## src/rtl/interleaver_agen_pkg.sv

```systemverilog
// Shared types and width helpers for the interleaver address generator.
//   state_e      : walk FSM states (IDLE, RUN)
//   calc_lpz     : bits of the row offset within one sweep, log2(P/Z)
//   calc_lp      : bits of one activation address, log2(P)
//   calc_cw      : bits of the walk cycle counter, log2(FO*P/Z)
//   calc_ncyc    : number of address sets in one complete walk
package interleaver_agen_pkg;

  typedef enum logic {
    IDLE = 1'b0,
    RUN  = 1'b1
  } state_e;

  function automatic int calc_lpz(input int p, input int z);
    return $clog2(p / z);
  endfunction

  function automatic int calc_lp(input int p);
    return $clog2(p);
  endfunction

  function automatic int calc_cw(input int fo, input int p, input int z);
    return $clog2(fo * p / z);
  endfunction

  function automatic int calc_ncyc(input int fo, input int p, input int z);
    return fo * p / z;
  endfunction

endpackage

```

## src/rtl/interleaver_agen_if.sv

```systemverilog
// Stream bundle between the junction controller, the address generator and
// the activation memory read ports.
//   ld_*      : seed-row load handshake (one sweep row of Z seeds per beat)
//   start/dir/abort/busy/done/seeded : walk control and status
//   out_*     : address-set stream toward the activation memory
// master = controller/consumer side, slave = address generator.
interface interleaver_agen_if #(
  parameter int FO = 2,
  parameter int P  = 32,
  parameter int Z  = 8
);
  import interleaver_agen_pkg::*;

  localparam int LPZ = calc_lpz(P, Z);
  localparam int LP  = calc_lp(P);
  localparam int CW  = calc_cw(FO, P, Z);

  logic              ld_valid;
  logic              ld_ready;
  logic [LPZ*Z-1:0]  ld_data;
  logic              seeded;
  logic              start;
  logic              dir;
  logic              abort;
  logic              busy;
  logic              out_valid;
  logic              out_ready;
  logic [LP*Z-1:0]   out_index;
  logic [CW-1:0]     out_cycle;
  logic              out_last;
  logic              done;

  modport master (
    output ld_valid, ld_data, start, dir, abort, out_ready,
    input  ld_ready, seeded, busy, out_valid, out_index, out_cycle, out_last, done
  );

  modport slave (
    input  ld_valid, ld_data, start, dir, abort, out_ready,
    output ld_ready, seeded, busy, out_valid, out_index, out_cycle, out_last, done
  );

endinterface

```

## src/rtl/interleaver_agen_lane.sv

```systemverilog
// One address lane: rotates a seed by the row offset inside its sweep and
// places the result in lane IDX's stripe of the activation memory.
//   seed    : seed for this lane in the active sweep (LPZ bits)
//   row_off : row offset within the sweep (LPZ bits)
//   addr    : ((seed + row_off) mod P/Z) * Z + IDX  (LP bits)
module interleaver_agen_lane #(
  parameter int LPZ = 2,
  parameter int LP  = 5,
  parameter int Z   = 8,
  parameter int IDX = 0
) (
  input  logic [LPZ-1:0] seed,
  input  logic [LPZ-1:0] row_off,
  output logic [LP-1:0]  addr
);

  localparam logic [LP-1:0] Z_W   = LP'(Z);
  localparam logic [LP-1:0] IDX_W = LP'(IDX);

  logic [LPZ-1:0] rot;

  // The LPZ-bit sum wraps naturally, giving the mod P/Z rotation.
  assign rot  = seed + row_off;
  assign addr = LP'(rot) * Z_W + IDX_W;

endmodule

```

## src/rtl/interleaver_agen.sv

```systemverilog
// Seed-programmable interleaver address generator for one junction.
//   clk   : clock
//   reset : asynchronous, active-high; clears seeds as well as walk state
//   bus   : interleaver_agen_if.slave (seed load, walk control, address stream)
// Seeds are loaded row by row while idle; a start pulse then walks all
// FO*P/Z cycles forward or backward, emitting Z addresses per cycle through a
// registered valid/ready output stage.
module interleaver_agen
  import interleaver_agen_pkg::*;
#(
  parameter int FO = 2,
  parameter int P  = 32,
  parameter int Z  = 8
) (
  input  logic                clk,
  input  logic                reset,
  interleaver_agen_if.slave   bus
);

  localparam int LPZ  = calc_lpz(P, Z);
  localparam int LP   = calc_lp(P);
  localparam int CW   = calc_cw(FO, P, Z);
  localparam int NCYC = calc_ncyc(FO, P, Z);
  localparam int PW   = (FO > 1) ? $clog2(FO) : 1;

  localparam logic [CW-1:0] CNT_LAST = CW'(NCYC - 1);
  localparam logic [PW-1:0] PTR_LAST = PW'(FO - 1);

  state_e            state_q, state_d;
  logic [LPZ*Z-1:0]  seed_q [FO];
  logic [LPZ*Z-1:0]  seed_d [FO];
  logic [PW-1:0]     ld_ptr_q, ld_ptr_d;
  logic              seeded_q, seeded_d;
  logic              dir_q, dir_d;
  logic              out_valid_q, out_valid_d;
  logic              out_last_q, out_last_d;
  logic              done_q, done_d;
  logic [CW-1:0]     out_cycle_q, out_cycle_d;
  logic [LP*Z-1:0]   out_index_q, out_index_d;

  logic              load_out;
  logic [CW-1:0]     next_cnt;
  logic [LPZ*Z-1:0]  row_sel;
  logic [LPZ-1:0]    row_off;
  logic [LP*Z-1:0]   lane_addr;

  // The output register itself holds the current cycle, so the next cycle is
  // derived from out_cycle_q rather than a separate counter.
  always_comb begin
    load_out = 1'b0;
    next_cnt = out_cycle_q;
    if (state_q == IDLE) begin
      if (bus.start && seeded_q) begin
        load_out = 1'b1;
        next_cnt = bus.dir ? CNT_LAST : '0;
      end
    end else if (out_valid_q && bus.out_ready && !out_last_q) begin
      load_out = 1'b1;
      next_cnt = dir_q ? (out_cycle_q - CW'(1)) : (out_cycle_q + CW'(1));
    end
  end

  assign row_off = next_cnt[LPZ-1:0];

  generate
    if (FO > 1) begin : g_sweep_sel
      assign row_sel = seed_q[next_cnt[CW-1:LPZ]];
    end else begin : g_single_sweep
      assign row_sel = seed_q[0];
    end
  endgenerate

  for (genvar i = 0; i < Z; i++) begin : g_lane
    interleaver_agen_lane #(
      .LPZ (LPZ),
      .LP  (LP),
      .Z   (Z),
      .IDX (i)
    ) u_lane (
      .seed    (row_sel[i*LPZ +: LPZ]),
      .row_off (row_off),
      .addr    (lane_addr[i*LP +: LP])
    );
  end

  // Abort is applied last so it overrides start, advance and the done pulse.
  always_comb begin
    state_d     = state_q;
    seed_d      = seed_q;
    ld_ptr_d    = ld_ptr_q;
    seeded_d    = seeded_q;
    dir_d       = dir_q;
    out_valid_d = out_valid_q;
    out_last_d  = out_last_q;
    done_d      = 1'b0;
    out_cycle_d = out_cycle_q;
    out_index_d = out_index_q;

    if (state_q == IDLE && bus.ld_valid) begin
      seed_d[ld_ptr_q] = bus.ld_data;
      if (ld_ptr_q == PTR_LAST) begin
        seeded_d = 1'b1;
        ld_ptr_d = '0;
      end else begin
        ld_ptr_d = ld_ptr_q + PW'(1);
      end
    end

    if (state_q == IDLE && bus.start && seeded_q) begin
      state_d = RUN;
      dir_d   = bus.dir;
    end

    if (state_q == RUN && out_valid_q && bus.out_ready && out_last_q) begin
      state_d     = IDLE;
      out_valid_d = 1'b0;
      out_last_d  = 1'b0;
      done_d      = 1'b1;
    end

    if (load_out) begin
      out_valid_d = 1'b1;
      out_cycle_d = next_cnt;
      out_index_d = lane_addr;
      out_last_d  = dir_d ? (next_cnt == '0) : (next_cnt == CNT_LAST);
    end

    if (bus.abort) begin
      state_d     = IDLE;
      out_valid_d = 1'b0;
      out_last_d  = 1'b0;
      done_d      = 1'b0;
    end
  end

  always_ff @(posedge clk or posedge reset) begin
    if (reset) begin
      state_q     <= IDLE;
      seed_q      <= '{default: '0};
      ld_ptr_q    <= '0;
      seeded_q    <= 1'b0;
      dir_q       <= 1'b0;
      out_valid_q <= 1'b0;
      out_last_q  <= 1'b0;
      done_q      <= 1'b0;
      out_cycle_q <= '0;
      out_index_q <= '0;
    end else begin
      state_q     <= state_d;
      seed_q      <= seed_d;
      ld_ptr_q    <= ld_ptr_d;
      seeded_q    <= seeded_d;
      dir_q       <= dir_d;
      out_valid_q <= out_valid_d;
      out_last_q  <= out_last_d;
      done_q      <= done_d;
      out_cycle_q <= out_cycle_d;
      out_index_q <= out_index_d;
    end
  end

  assign bus.ld_ready  = (state_q == IDLE);
  assign bus.busy      = (state_q == RUN);
  assign bus.seeded    = seeded_q;
  assign bus.out_valid = out_valid_q;
  assign bus.out_last  = out_last_q;
  assign bus.out_cycle = out_cycle_q;
  assign bus.out_index = out_index_q;
  assign bus.done      = done_q;

endmodule

```

## src/flat_wrapper.sv

```systemverilog
// flat-port wrapper written by rule: the top's interface ports become plain ports
module interleaver_agen_flat import interleaver_agen_pkg::*;
#(
  parameter int FO = 2,
  parameter int P  = 32,
  parameter int Z  = 8
)
  (clk, reset, bus_ld_valid, bus_ld_data, bus_start, bus_dir, bus_abort, bus_out_ready, bus_ld_ready, bus_seeded, bus_busy, bus_out_valid, bus_out_index, bus_out_cycle, bus_out_last, bus_done);
  interleaver_agen_if #(.FO(FO), .P(P), .Z(Z)) bus_i ();
  input  logic clk;
  input  logic reset;
  input wire logic [$bits(bus_i.ld_valid)-1:0] bus_ld_valid;
  input wire logic [$bits(bus_i.ld_data)-1:0] bus_ld_data;
  input wire logic [$bits(bus_i.start)-1:0] bus_start;
  input wire logic [$bits(bus_i.dir)-1:0] bus_dir;
  input wire logic [$bits(bus_i.abort)-1:0] bus_abort;
  input wire logic [$bits(bus_i.out_ready)-1:0] bus_out_ready;
  output wire logic [$bits(bus_i.ld_ready)-1:0] bus_ld_ready;
  output wire logic [$bits(bus_i.seeded)-1:0] bus_seeded;
  output wire logic [$bits(bus_i.busy)-1:0] bus_busy;
  output wire logic [$bits(bus_i.out_valid)-1:0] bus_out_valid;
  output wire logic [$bits(bus_i.out_index)-1:0] bus_out_index;
  output wire logic [$bits(bus_i.out_cycle)-1:0] bus_out_cycle;
  output wire logic [$bits(bus_i.out_last)-1:0] bus_out_last;
  output wire logic [$bits(bus_i.done)-1:0] bus_done;
  assign bus_i.ld_valid = bus_ld_valid;
  assign bus_i.ld_data = bus_ld_data;
  assign bus_i.start = bus_start;
  assign bus_i.dir = bus_dir;
  assign bus_i.abort = bus_abort;
  assign bus_i.out_ready = bus_out_ready;
  assign bus_ld_ready = bus_i.ld_ready;
  assign bus_seeded = bus_i.seeded;
  assign bus_busy = bus_i.busy;
  assign bus_out_valid = bus_i.out_valid;
  assign bus_out_index = bus_i.out_index;
  assign bus_out_cycle = bus_i.out_cycle;
  assign bus_out_last = bus_i.out_last;
  assign bus_done = bus_i.done;
  interleaver_agen #(.FO(FO), .P(P), .Z(Z)) u_core (.clk(clk), .reset(reset), .bus(bus_i));
endmodule
```

## config.mk

```make
export PLATFORM = sky130hd
export DESIGN_NAME = interleaver_agen_flat
export DESIGN_NICKNAME = d
export VERILOG_FILES = /design/src/rtl/interleaver_agen_pkg.sv /design/src/rtl/interleaver_agen_if.sv /design/src/rtl/interleaver_agen_lane.sv /design/src/rtl/interleaver_agen.sv /design/src/flat_wrapper.sv
export SDC_FILE = /design/constraint.sdc
export NUM_CORES = 1
export LEC_CHECK = 0
export BUFFER_PORTS_ARGS = -buffer_cell sky130_fd_sc_hd__buf_2
export CORE_MARGIN = 2
export CORE_UTILIZATION = 36
export DETAILED_ROUTE_END_ITERATION = 8
export GPL_TIMING_DRIVEN = 0
export PLACE_DENSITY_LB_ADDON = 0.05
export SYNTH_ARGS = -nofsm -noshare
export SYNTH_HDL_FRONTEND = slang
export SYNTH_SLANG_ARGS = --single-unit
export TNS_END_PERCENT = 5
```

## constraint.sdc

```tcl
create_clock -name clk -period 3.95 [get_ports clk]
set_input_delay 0 -clock clk [delete_from_list [all_inputs] [get_ports clk]]
set_output_delay 0 -clock clk [all_outputs]
set_load 0.01 [all_outputs]
```

[Yosys cells after proc, flatten, opt, wreduce, memory -nomap -nowiden]
Cells that the tools add are included.
Cells by class
  muxes and demuxes: 27
  bitwise operators: 3
  $lt $le $gt $ge: 3
  reductions and logical operators: 15
  eq/ne operators: 1
  add/subtract/negate cells: 18
Operators by type and width (number)
  $mux W16: 4
  $bwmux W32: 1
  $add A5 B3 Y5 const B: 4
  $add A2 B2 Y2: 8
  $demux W16 S1: 1
  $mux W1: 16
  $mux W3: 5
  $add A5 B2 Y5 const B: 2
  $logic_and A1 B1 Y1: 10
  $reduce_bool A3 Y1: 2
  $add A5 B1 Y5 const B: 1
  $ge A2 B2 Y1 const B: 2
  $not A1 Y2: 2
  $add A3 B1 Y3 const B: 1
  $eq A3 B3 Y1 const B: 1
  $logic_not A3 Y1: 1
  $sub A3 B1 Y3 const B: 1
  $lt A2 B1 Y1 const B: 1
  $reduce_and A2 Y1: 1
  $add A1 B1 Y1 const B: 1
  $logic_not A1 Y1: 1
  $not A1 Y1: 1
Storage, ports and cells
  word-level logic and storage cells: 78
  output and inout bits: 49
  input bits: 23
  register bits: 79

[Depth between registers and ports, before layout]
  depth in word-level cells: 10
  depth in mapped cells: 11
  mapped depth without buffers: 11

[Hierarchy]
A second synthesis with hierarchy kept.
Unflattened totals
  cell total of the unflattened synthesis: 284
  area, all modules: 3995.1 µm²
Modules (own cells, without submodules)
  interleaver_agen: times used 1, cells an instance 230, seq. area each 2052.0 µm², area each 3472.1 µm²
  interleaver_agen_lane (u_core.g_lane[1].u_lane ...): times used 6, cells an instance 7, seq. area each 0.0 µm², area each 66.3 µm²
  interleaver_agen_lane (u_core.g_lane[0].u_lane ...): times used 2, cells an instance 6, seq. area each 0.0 µm², area each 62.6 µm²

[Worst setup path before layout]
No wires, ideal clock.
  kind: flip-flop to flip-flop
  from: reg u_core.out_cycle_q[0] (netlist: u_core.bus.out_cycle[0])
  to: reg u_core.out_index_q[14] (netlist: u_core.bus.out_index[14])
  required time: 3.830 ns
  period minus slack after synthesis: 2.836 ns
  cell stages (with the launch flop): 12
  buffers on the path: 0
  data arrival time: 2.716 ns
  setup slack: 1.114 ns
  setup time: 0.120 ns
  path through: dfrtp_1 inv_1 fa_1 xor2_1 o21ai_2 a21o_4 inv_4 mux2_2 ha_1 xnor2_1 nor4_1 and3b_1
On the way
  word-level cells in the longest chain between the ends: 10
  elaborated cells on any way between the ends: 12
  those cells by class: add/sub: 4; mux: 7; bitwise: 1
Ends and longest elaborated chain
  from (decl): line interleaver_agen.sv:38  | logic [CW-1:0] out_cycle_q, out_cycle_d;
  from (signal assigned): line interleaver_agen.sv:157  | out_cycle_q <= out_cycle_d;
  $add A3 B1 Y3 or $sub A3 B1 Y3 (tied branches): line interleaver_agen.sv:59  | next_cnt = dir_q ? (out_cycle_q - CW'(1)) : (out_cycle_q + CW'(1));
  $mux W3: line interleaver_agen.sv:59
  $mux W3: line interleaver_agen.sv:57  | end else if (out_valid_q && bus.out_ready && !out_last_q) begin
  $mux W3 (*): line interleaver_agen.sv:52  | if (state_q == IDLE) begin
  $not A1 Y2 (implied by the code): line interleaver_agen.sv:67  | assign row_sel = seed_q[next_cnt[CW-1:LPZ]];
  $mux W16 (implied by the code) (3 in series): line interleaver_agen.sv:67
  $add A2 B2 Y2 (*): line interleaver_agen_lane.sv:23  | assign rot = seed + row_off;
  $add A5 B2 Y5 (*): line interleaver_agen_lane.sv:24  | assign addr = LP'(rot) * Z_W + IDX_W;
  to (signal assigned): line interleaver_agen.sv:158  | out_index_q <= out_index_d;
  to (decl): line interleaver_agen.sv:39  | logic [LP*Z-1:0] out_index_q, out_index_d;
Mark *: on every way between the ends. The rest lies on a longest branch, timed or not. The select of a mux whose other input is x is not followed.
A chain may end at the register's enable or synchronous reset.

[Final worst setup path]
  from: reg u_core.state_q (netlist: u_core.bus.busy)
  to: reg u_core.out_index_q[29] (netlist: u_core.bus.out_index[29])
On the way
  elaborated cells on any way between the ends: 8
  those cells by class: add/sub: 2; mux: 5; bitwise: 1
RTL lines
  from (decl): line interleaver_agen.sv:29  | state_e state_q, state_d;
  from (signal assigned): line interleaver_agen.sv:149  | state_q <= state_d;
  $mux W3: line interleaver_agen.sv:52
  net u_core.g_lane[0].u_lane.row_off[0]: line interleaver_agen_lane.sv:13  | input logic [LPZ-1:0] row_off,
  $add A2 B2 Y2: line interleaver_agen_lane.sv:23
  $add A5 B3 Y5: line interleaver_agen_lane.sv:24
The timed path passes the listed nets, and every way through them passes these cells. The select of a mux whose other input is x is not followed.

==> results.py <==
metrics = {
    "outcome": {
        "status": "finished clean",
    },
    "synth": {
        "syn_area_per_cell_um2": 11.55,
        "netlist_instances": 271,
        "yosys_register_bits": 59,
        "seq_area_frac_synth_pct": 47.16,
        "netlist_area_um2": 3131,
        "yosysWarnings": 0,
        "synthTopCellsByArea": "dfrtp_1 (47%), mux2_2 (15%), buf_4 (5.5%)",
        "ys_types": 42,
        "synth_top_cell_by_area": "dfrtp_1",
        "synth_top_cell_area_share_pct": 47.16,
    },
    "clocking": {
        "path_clk_slew_ns": 0.07,
        "root_buffer": "clkbuf_8",
        "postCtsSetupBuffers": 0,
        "htreeDepth": 3,
        "cts_tree": "yes",
        "holdBufCountCts": 21,
        "clock_latency_ns": 0.34,
        "cts_buffers": 9,
        "postCtsResizedCells": 0,
        "clk_path_buf_depth": 2,
        "clkSinkCount": 59,
    },
    "power_and_ir_drop": {
        "p_leak_nw": 1.802,
        "switchingPower_mw": 0.9109,
        "switching_share_pct": 34.35,
        "power.density_nw_per_um2": 659.7,
        "ir_drop_mv": 0.2276,
        "p_seq_share_pct": 38.6,
        "power_frac_clock_pct": 20.5,
        "pwr-share-comb_pct": 40.9,
        "power.internal_mw": 1.741,
    },
    "detailed_routing": {
        "wire_per_inst_um": 15.29,
        "drt-total-wl_mm": 7.444,
        "via_per_inst": 4.895,
        "final_antenna_net_count": 0,
        "drc": 0,
        "dr_total_vias": 2384,
        "first_pass_iters": 4,
        "drtIter0Drc": 102,
    },
    "layout": {
        "stdcell_count": 487,
        "final_nets": 406,
        "final_cell_mix": "buf_2 (61), dfrtp_1 (59), mux2_2 (41)",
        "final_common_cell": "buf_2",
        "insertedDiodeCount": 0,
        "stdcell_area_um2": 4020,
        "syn_to_final_growth_pct": 28.42,
        "nFillCells": 827,
        "drive_gt1_share_pct": 40.11,
    },
    "placement": {
        "portBuffers": 59,
        "pre_cts_slack_ns": 0.7028,
        "dp.cells": 450,
        "postPlaceCellArea_um2": 3622,
        "hpwlAfterDp_mm": 5.104,
        "gp_congestion": 0.7511,
    },
    "timing": {
        "worst_pin_slew_ns": 1.009,
        "finalCritPeriodShare_pct": 82.40,
        "finalSetupViolations": 0,
        "finalHoldViolCount": 0,
        "rsz0062_at_grt": "no",
        "fmax_mhz": 307.2,
        "slew-limit-headroom_pct": 32.15,
        "final_max_slew_viol_count": 0,
        "fin_setup_tns_ns": 0,
        "fin_skew_ns": 0.005610,
        "fin_ws_ns": 0.6952,
        "timing.hold.ws_ns": 0.09839,
        "period_minus_slack_ns": 3.255,
    },
    "global_routing": {
        "grt_overflow_total": 0,
        "track_usage_pct": 16.58,
        "first_global_vias": 2253,
        "grt_start_max_net_pins": 36,
        "grt_pass1_wl_mm": 12.23,
        "antenna_found_initial": 0,
    },
    "floorplan": {
        "die_h_um": 97.25,
        "rows": 34,
        "core_um2": 8593,
        "die_area_um2": 9458,
        "initial_core_util_pct": 36.43,
        "die_x_um": 97.25,
        "io_pins": 72,
    },
    "setup_path": {
        "crit_path_max_fanout": 10,
        "critPathArrivalTime_ns": 3.49,
        "path_cells": "buf_6 -> and4b_1 -> buf_2 -> nor2_2 -> clkbuf_1 -> a21oi_1 -> ha_1 -> xnor2_1 -> nor4_1 -> and3b_1",
        "end_kind": "flip-flop",
        "crit_type": "reg2reg",
        "crit_path_start_kind": "flip-flop",
        "r2r_start": "u_core.bus.busy",
        "startpoint": "u_core.bus.busy",
        "critPathRequiredTime_ns": 4.18,
        "worst_path_max_delay_cell": "clkbuf_1",
        "cpPeakStageDelay_ns": 0.51,
    },
    "hold_path": {
        "hp-class": "in2reg",
        "hold_start": "bus_start",
    },
    "job": {
        "max_cap_violations": 0,
    },
}
cell usage after synthesis, drive strengths merged:
library cell and number:
mux2 41, o31ai 1, or4bb 1, xnor2 10, nand3 4, nor3b 1
conb 1, nand2b 1, a21o 1, clkbuf 6, xor2 1, a221oi 1
o211ai 8, and3b 9, and4bb 1, nand2 28, o31a 1, a21oi 6
nor4 9, nor2 5, ha 8, buf 27, nand4b 2, or3 9
fa 1, a2111o 1, nor3 8, inv 6, and4b 1, a211oi 8
a211o 1, a21boi 1, o21ai 2, dfrtp 59, o221a 1
worst max-delay path, delay by kind of cell (launching register included):
kind                     cells  cell delay [ns]
AND/OR/NAND/NOR              4             1.03
buffers and inverters        3             0.80
flip-flops                   1             0.39
XOR/XNOR                     1             0.15
AO/OA/AOI/OAI                1             0.42
adder cells (fa/ha/maj)      1             0.34
layer usage:
layer	routed length [um]	vias up	part of all wire, %	global-route usage [%]
met4	89	0	1.2	4.808
met5	0	-	0	0
met1	3627	1136	49	23.60
met2	3294	85	44	25.05
li1	-	1157	-	-
met3	432	6	5.8	4.245
power by group through the flow:
stage	logic, mW	registers, mW	clock network [mW]
finish	1.08	1.02	0.544
global placement	1.07	1.03	0
global route	1.21	1.06	0.587
floorplan	0.759	1.04	0
detailed placement	1.08	1.03	0
CTS	1.10	1.02	0.558
area by class of cell:
type	count	area [um^2]	share of cell area, %
Sequential cell	59	1476	36.73
Multi-Input combinational cell	184	1443	35.89
Timing Repair Buffer	81	525.5	13.07
Buffer	33	227.7	5.664
Clock buffer	14	152.6	3.797
Tap cell	108	135.1	3.361
Clock inverter	2	35.03	0.8715
Inverter	6	25.02	0.6225
path summary, 6_finish.rpt:
kind,endpoint,slack [ns],cells after the start
setup reg to reg,u_core.bus.out_index[29],0.70,10
hold reg to reg,u_core.bus.out_index[3],0.46,2
setup / recovery,u_core.bus.out_index[29],0.70,10
min in group asynchronous,u_core.seed_q[31],0.28,3
hold / removal,u_core.bus.out_last,0.1,4
max in group asynchronous,u_core.bus.seeded,3.06,4
through the flow:
step           utilization, %  power, mW
6_report                46.78      2.652
5_1_grt                 46.78      2.854
2_1_floorplan               -      1.798
4_1_cts                 46.78      2.682
3_5_place_dp            42.15      2.116
3_3_place_gp            41.92      2.092
state kept, by name (all words and copies together), names as in the netlist:
| name | cells |
|---|---|
| u_core.bus.busy | 1 |
| u_core.bus.out_index | 17 |
| u_core.ld_ptr_q | 1 |
| u_core.seed_q | 32 |
| u_core.bus.out_cycle | 3 |
| u_core.bus.done | 1 |
| u_core.bus.out_last | 1 |
| u_core.bus.seeded | 1 |
| u_core.bus.out_valid | 1 |
| u_core.dir_q | 1 |
kinds of logic (layout without fill, tap and decap cells):
kind of cell	Yosys count	after routing	synth area share (%)
compound gates	32	32	8.633
xor+xnor	11	11	3.077
fa+ha+maj	9	9	3.837
buf+inv	39	136	8.074
flops	59	59	47.16
mux	41	41	14.75
other cells	1	12	0.1198
simple gates	79	79	14.35
Power figures use the tool's default switching activity.
